$ cat src/rtl/pc_seq_pkg.sv
// Shared types and constants for the next-PC sequencer and its return-address stack.
package pc_seq_pkg;

  localparam int PC_STEP = 2;

  typedef enum logic {
    SEQ_RUN,
    SEQ_HALT
  } seq_state_e;

  // Which request won the priority mux this cycle; NONE covers hold and advance.
  typedef enum logic [1:0] {
    SRC_NONE,
    SRC_BRANCH,
    SRC_CALL,
    SRC_RET
  } redir_src_e;

endpackage

$ cat src/rtl/pc_ras.sv
// Circular return-address stack: push overwrites the oldest entry when full,
// pop on empty leaves state untouched. Overflow/underflow are single-cycle pulses.
module pc_ras #(
  parameter int WIDTH = 16,
  parameter int DEPTH = 4,
  localparam int PW = $clog2(DEPTH),
  localparam int CW = PW + 1
) (
  input  logic             clk_i,
  input  logic             rst_i,
  input  logic             push_i,
  input  logic             pop_i,
  input  logic [WIDTH-1:0] push_data_i,
  output logic [WIDTH-1:0] top_data_o,
  output logic [CW-1:0]    count_o,
  output logic             overflow_o,
  output logic             underflow_o
);

  logic [DEPTH-1:0][WIDTH-1:0] mem_q;
  logic [PW-1:0]               top_q, top_d;
  logic [CW-1:0]               count_q, count_d;
  logic                        full, empty;

  assign full  = (count_q == CW'(DEPTH));
  assign empty = (count_q == '0);

  // Push wins over pop; the sequencer never asks for both at once.
  always_comb begin
    top_d   = top_q;
    count_d = count_q;
    if (push_i) begin
      top_d = top_q + PW'(1);
      if (!full) count_d = count_q + CW'(1);
    end else if (pop_i && !empty) begin
      top_d   = top_q - PW'(1);
      count_d = count_q - CW'(1);
    end
  end

  always_ff @(posedge clk_i) begin
    if (rst_i) begin
      top_q   <= '0;
      count_q <= '0;
      mem_q   <= '0;
    end else begin
      top_q   <= top_d;
      count_q <= count_d;
      if (push_i) mem_q[top_d] <= push_data_i;
    end
  end

  assign top_data_o  = mem_q[top_q];
  assign count_o     = count_q;
  assign overflow_o  = push_i && full;
  assign underflow_o = pop_i && !push_i && empty;

endmodule

$ cat src/rtl/pc_sequencer.sv
// Next-PC controller: picks hold / advance / redirect each cycle and drives the
// PC register's jump pair combinationally; owns run/halt FSM, RAS and sticky errors.
module pc_sequencer
  import pc_seq_pkg::*;
#(
  parameter int               WIDTH     = 16,
  parameter int               RAS_DEPTH = 4,
  parameter logic [WIDTH-1:0] RESET_PC  = '0,
  localparam int              CW        = $clog2(RAS_DEPTH) + 1
) (
  input  logic             clock_i,
  input  logic             reset_i,
  input  logic [WIDTH-1:0] pc_i,
  input  logic             stall_i,
  input  logic             branch_en_i,
  input  logic [WIDTH-1:0] branch_addr_i,
  input  logic             call_en_i,
  input  logic [WIDTH-1:0] call_addr_i,
  input  logic             ret_en_i,
  input  logic             halt_i,
  input  logic             resume_i,
  output logic             pc_jump_en_o,
  output logic [WIDTH-1:0] pc_jump_addr_o,
  output logic             halted_o,
  output logic [CW-1:0]    ras_count_o,
  output logic             ras_overflow_o,
  output logic             ras_underflow_o,
  output logic             seq_err_o
);

  seq_state_e       state_q, state_d;
  redir_src_e       src;
  logic [WIDTH-1:0] target;
  logic             accepted, conflict, misalign;
  logic             ras_push, ras_pop, ras_ovf, ras_udf;
  logic [WIDTH-1:0] ras_top;
  logic [CW-1:0]    ras_count;
  logic             ovf_q, udf_q, err_q;

  assign accepted = !reset_i && (state_q == SEQ_RUN) && !halt_i && !stall_i;
  assign conflict = accepted && ($countones({ret_en_i, call_en_i, branch_en_i}) > 1);

  always_ff @(posedge clock_i) begin
    if (reset_i) state_q <= SEQ_RUN;
    else         state_q <= state_d;
  end

  always_comb begin
    state_d = state_q;
    case (state_q)
      SEQ_HALT: if (resume_i) state_d = SEQ_RUN;
      default: begin
        if (halt_i) state_d = SEQ_HALT;
        else if (!stall_i && ret_en_i && ras_count == '0) state_d = SEQ_HALT;
      end
    endcase
  end

  always_comb begin
    src      = SRC_NONE;
    target   = pc_i;
    ras_push = 1'b0;
    ras_pop  = 1'b0;
    if (accepted) begin
      if (ret_en_i) begin
        src     = SRC_RET;
        ras_pop = 1'b1;
        target  = (ras_count != '0) ? ras_top : RESET_PC;
      end else if (call_en_i) begin
        src      = SRC_CALL;
        ras_push = 1'b1;
        target   = call_addr_i;
      end else if (branch_en_i) begin
        src    = SRC_BRANCH;
        target = branch_addr_i;
      end
    end
  end

  assign misalign = (src != SRC_NONE) && target[0];

  // Advance only when RUN accepted no redirect; every other case drives the pair.
  always_comb begin
    pc_jump_en_o   = 1'b1;
    pc_jump_addr_o = pc_i;
    if (reset_i) begin
      pc_jump_addr_o = RESET_PC;
    end else if (src != SRC_NONE) begin
      pc_jump_addr_o = {target[WIDTH-1:1], 1'b0};
    end else if (accepted) begin
      pc_jump_en_o = 1'b0;
    end
  end

  pc_ras #(.WIDTH(WIDTH), .DEPTH(RAS_DEPTH)) u_ras (
    .clk_i       (clock_i),
    .rst_i       (reset_i),
    .push_i      (ras_push),
    .pop_i       (ras_pop),
    .push_data_i (WIDTH'(pc_i + WIDTH'(PC_STEP))),
    .top_data_o  (ras_top),
    .count_o     (ras_count),
    .overflow_o  (ras_ovf),
    .underflow_o (ras_udf)
  );

  always_ff @(posedge clock_i) begin
    if (reset_i) begin
      ovf_q <= 1'b0;
      udf_q <= 1'b0;
      err_q <= 1'b0;
    end else begin
      ovf_q <= ovf_q | ras_ovf;
      udf_q <= udf_q | ras_udf;
      err_q <= err_q | conflict | misalign;
    end
  end

  assign halted_o        = (state_q == SEQ_HALT);
  assign ras_count_o     = ras_count;
  assign ras_overflow_o  = ovf_q;
  assign ras_underflow_o = udf_q;
  assign seq_err_o       = err_q;

endmodule

$ cat config.mk
export PLATFORM = sky130hd
export DESIGN_NAME = pc_sequencer
export DESIGN_NICKNAME = d
export VERILOG_FILES = /design/src/rtl/pc_seq_pkg.sv /design/src/rtl/pc_ras.sv /design/src/rtl/pc_sequencer.sv
export SDC_FILE = /design/constraint.sdc
export NUM_CORES = 1
export LEC_CHECK = 0
export BUFFER_PORTS_ARGS = -buffer_cell sky130_fd_sc_hd__buf_2
export CAP_MARGIN = 20
export CELL_PAD_IN_SITES_DETAIL_PLACEMENT = 1
export CELL_PAD_IN_SITES_GLOBAL_PLACEMENT = 1
export CORE_UTILIZATION = 45
export DETAILED_ROUTE_END_ITERATION = 10
export PLACE_DENSITY_LB_ADDON = 0.1
export SLEW_MARGIN = 40
export SYNTH_ARGS = -nofsm -noshare
export SYNTH_HDL_FRONTEND = slang
export SYNTH_SLANG_ARGS = --single-unit
$ cat constraint.sdc
create_clock -name clock_i -period 4.15 [get_ports clock_i]
set_input_delay 0.6225 -clock clock_i [delete_from_list [all_inputs] [get_ports clock_i]]
set_output_delay 0.6225 -clock clock_i [all_outputs]
set_load 0.01 [all_outputs]
==> results.md <==
Status:
- The run finished with clean final reports.

CTS:
- After clock tree synthesis, the clock-pin slew on the worst setup and hold paths is 0.09 ns.
- The root buffer cell chosen for the clock tree is sky130_fd_sc_hd__clkbuf_8.
- The total of cells resized after clock tree synthesis is 0.
- Post-CTS timing repair inserted 0 buffers for setup.
- The clock passes through at most 2 buffers.
- Clock latency on the worst-skew pair, taken at its later pin, is 0.35 ns.
- CTS saw 73 sinks.
- TritonCTS created 9 clock buffers.
- The CTS tree is done.
- The number of H-tree branching levels is 3.
- The hold buffer count at CTS is 0.

Setup path:
- The critical path contains buffers and inverters numbering 3 combined.
- In this run the critical register-to-register path is launched from halted_o.
- At the worst endpoint, the required time is 3.53 ns.
- The setup slack on the worst flop-to-flop path is 1.75 ns.
- The cell with the largest stage delay on the worst path is sky130_fd_sc_hd__or4_4.
- The number of cells on the worst reg-to-reg path is 6.
- The worst-path maximum fanout is 31.
- The critical path's most frequent cell is sky130_fd_sc_hd__buf_2.
- The kind of end point of the critical path is an output pin.
- At the worst endpoint, the arrival time is 2.55 ns.
- In this design, the stage delay of the slowest critical-path cell is 0.68 ns.
- Walking the worst path, the cells encountered are buf_2, or4_4, nor2_2, buf_4, nor2_1, a311oi_1, buf_2.
- The family with the most delay on the worst path is simple AND/OR/NAND/NOR gates.
- The reg-to-reg critical path endpoint is u_ras.mem_q[39].
- The element type at the critical path start is an input pin.
- The critical path is of the input pin to output pin type.
- In this run the number of cells on the critical path is 7.

Global route:
- After global routing the overflow that remains totals 0.
- The largest net degree at the start of global routing is 71.
- The total track usage is 0.246.
- The number of antenna violations at the first check in global routing is 0.
- The number of global-route vias before repair is 3603.
- The first global-routing pass estimated 18500 um of wire.

Detailed routing:
- The count of nets left with antenna violations once routing finished came out at 0.
- The mean number of vias per cell is 5.71.
- For this block, the initial DRC count from the detailed router was 187.
- The detailed-route via count is 3595.
- After detailed routing, the number of remaining DRC violations is 0.
- The total length of routed wires is 11200 um.
- Before antenna repair, the detailed router went through 4 iterations.
- The final routed wire length divided by cell count is 17.7 um.

Final layout:
- The most common cell after layout, fill and taps aside is sky130_fd_sc_hd__nor2_1.
- For this run, the post-layout net count is 576.
- The top cell types in the final layout, fill and taps aside, are sky130_fd_sc_hd__nor2_1 (89), sky130_fd_sc_hd__buf_2 (79), sky130_fd_sc_hd__dfxtp_1 (73).
- The area added between synthesis and finish is 16.1%.
- In the final layout, the share of cells above drive strength 1 is 0.285.
- Once layout is complete, the utilization of the core stands at 0.539.
- The number of antenna diodes in the final layout is 0.
- The filler cell count is 1046.

Power and ir drop:
- VDD sags by at most 0.280 mV.
- Power spread over the standard cell area amounts to 313 nW/um2.
- The analysis attributes to cell leakage a power of 1.63 nW.

Yosys:
- The Yosys step of the flow raised 0 warnings.
- The unique cell type count in the Yosys netlist is 39.
- The leading register cell type out of synthesis is sky130_fd_sc_hd__dfxtp_1.
- The number of synthesized flops with an enable pin is 0.
- The average cell area after synthesis is 8.83 um2.
- The share of synthesized area occupied by flip-flops and latches is 0.363.
- In the synthesized netlist, the number of instances is 456.
- The number of flip-flops and latches in the synthesized netlist is 73.
- The area of the mapped netlist is 4030 um2.
- The fraction of synthesis flops using an asynchronous set or reset pin is 0.
- The number of nets in the synthesized netlist is 515.

Timing:
- The time the worst path needs with I/O delays and setup is 3.18 ns.
- The remaining max-slew budget at the tightest pin is 0.485.
- The total count of max-transition violations in the final report is 0.
- The final count of negative-setup-slack endpoints is 0.
- The final count of hold timing violations is 0.
- Setup total negative slack on the finished layout was measured at 0 ns.
- The clock tree skew after final layout is 0.0132 ns.
- The ratio of final minimum period to clock period is 0.765.
- Setup repair after global routing left no endpoint under its margin.
- The slew at the pin closest to its max-slew limit is 0.773 ns.
- The achievable clock frequency is 0.315 GHz.

Floorplanning:
- In this run the vertical extent of the chip is 96.6 um.
- The top-level port count is 80.
- For this configuration, the core starts out at a cell density of 0.464.
- The die covers 9330 um2.
- The floorplan has 34 rows.
- After floorplanning, the core was sized to cover 8680 um2.
- The die is 96.6 um wide.

Job:
- The number of max-capacitance violations reported is 0.

Min path:
- The start point of the worst hold path is resume_i.
- The path class of the tightest hold or removal check is input pin to register.
- The endpoint with the worst hold slack is halted_o.
- The worst hold path depth is 2.

Place:
- At the end of routability-driven placement, the weighted congestion stood at 0.779.
- The detailed-placement wirelength estimate is 8120 um.
- Buffers placed on the I/O ports in this run total 79.
[cell families (layout without fill, tap and decap cells)]
| family | Yosys count | after routing | synth area share |
|---|---|---|---|
| AO/OA/AOI/OAI | 117 | 117 | 0.208 |
| XOR/XNOR | 17 | 17 | 0.0370 |
| adder cells (fa/ha/maj) | 3 | 3 | 0.0112 |
| buffers and inverters | 61 | 127 | 0.0646 |
| flip-flops | 73 | 73 | 0.363 |
| multiplexers | 39 | 39 | 0.151 |
| AND/OR/NAND/NOR | 146 | 146 | 0.166 |
[worst register-to-register path, delay by kind of cell (launching register included)]
kind / cells / cell delay (ns)
AOI/OAI and AO/OA: 1 / 0.26
buffers and inverters: 2 / 0.52
DFF: 1 / 0.35
and+or+nand+nor: 3 / 1.16
[synthesized netlist by cell type, drive strengths merged (2+ instances only)]
cell type	number	area [um2]
nor2	90	338
dfxtp	73	1460
a211oi	60	480
nand2	27	101
clkbuf	24	90.1
inv	20	75.1
a21oi	19	95.1
o21ai	18	90.1
buf	17	95.1
mux4	16	360
a311oi	15	131
mux2	13	146
xnor2	11	96.3
mux2i	10	100
nor4	7	71.3
nor3	6	35.0
xor2	6	52.6
nand3	5	25.0
nand4	3	18.8
ha	2	25.0
nand2b	2	12.5
nor4b	2	32.5
[where the power goes]
group / total (mW) / leakage, nW / internal, mW / switching [mW]
combinational: 0.186 / 0.949 / 0.0729 / 0.113
clock: 0.566 / 0.0962 / 0.282 / 0.285
sequential: 0.713 / 0.589 / 0.706 / 0.00709
[routing by layer]
layer / global-route usage / routed length, um
met5: 0 / 0
met4: 0.0482 / 48
met3: 0.0499 / 491
met2: 0.379 / 5010
met1: 0.358 / 5620
[layout make-up]
| cell class | count | area (um2) | area share |
|---|---|---|---|
| Clock buffer | 9 | 124 | 0.0265 |
| Clock inverter | 7 | 76.3 | 0.0163 |
| Inverter | 20 | 75.1 | 0.0161 |
| Multi-Input combinational cell | 322 | 2320 | 0.496 |
| Sequential cell | 73 | 1460 | 0.313 |
| Tap cell | 108 | 135 | 0.0289 |
| Timing Repair Buffer | 91 | 485 | 0.104 |
[worst max-delay path by stage]
stage	slack, ns	start	endpoint
6_report	0.97	reset_i	pc_jump_addr_o[4]
5_1_grt	0.85	reset_i	pc_jump_addr_o[10]
4_1_cts	0.99	reset_i	pc_jump_addr_o[10]
3_5_place_dp	1.0	reset_i	pc_jump_addr_o[10]
3_3_place_gp	1.06	reset_i	pc_jump_addr_o[9]
2_1_floorplan	1.28	reset_i	pc_jump_addr_o[1]
[sequential cells by signal, indices dropped and copies added (netlist names)]
signal / count
ras_underflow_o: 1
ras_overflow_o: 1
u_ras.top_q: 2
halted_o: 1
seq_err_o: 1
u_ras.mem_q: 64
u_ras.count_o: 3
[metrics by stage]
| stage | instance area [um2] | std cells | worst slack [ns] | hold WS, ns | total power, mW |
|---|---|---|---|---|---|
| 2_1_floorplan | 4030 | 456 | 1.28 | 0.455 | 0.841 |
| 3_3_place_gp | 4470 | 613 | 1.06 | 0.448 | 0.908 |
| 3_5_place_dp | 4470 | 613 | 0.997 | 0.454 | 0.915 |
| 4_1_cts | 4670 | 629 | 0.993 | 0.445 | 1.48 |
| 5_1_grt | 4670 | 630 | 0.849 | 0.448 | 1.53 |
| 6_report | 4670 | 630 | 0.974 | 0.457 | 1.47 |
Note: power is estimated with default switching activity, not from simulation.
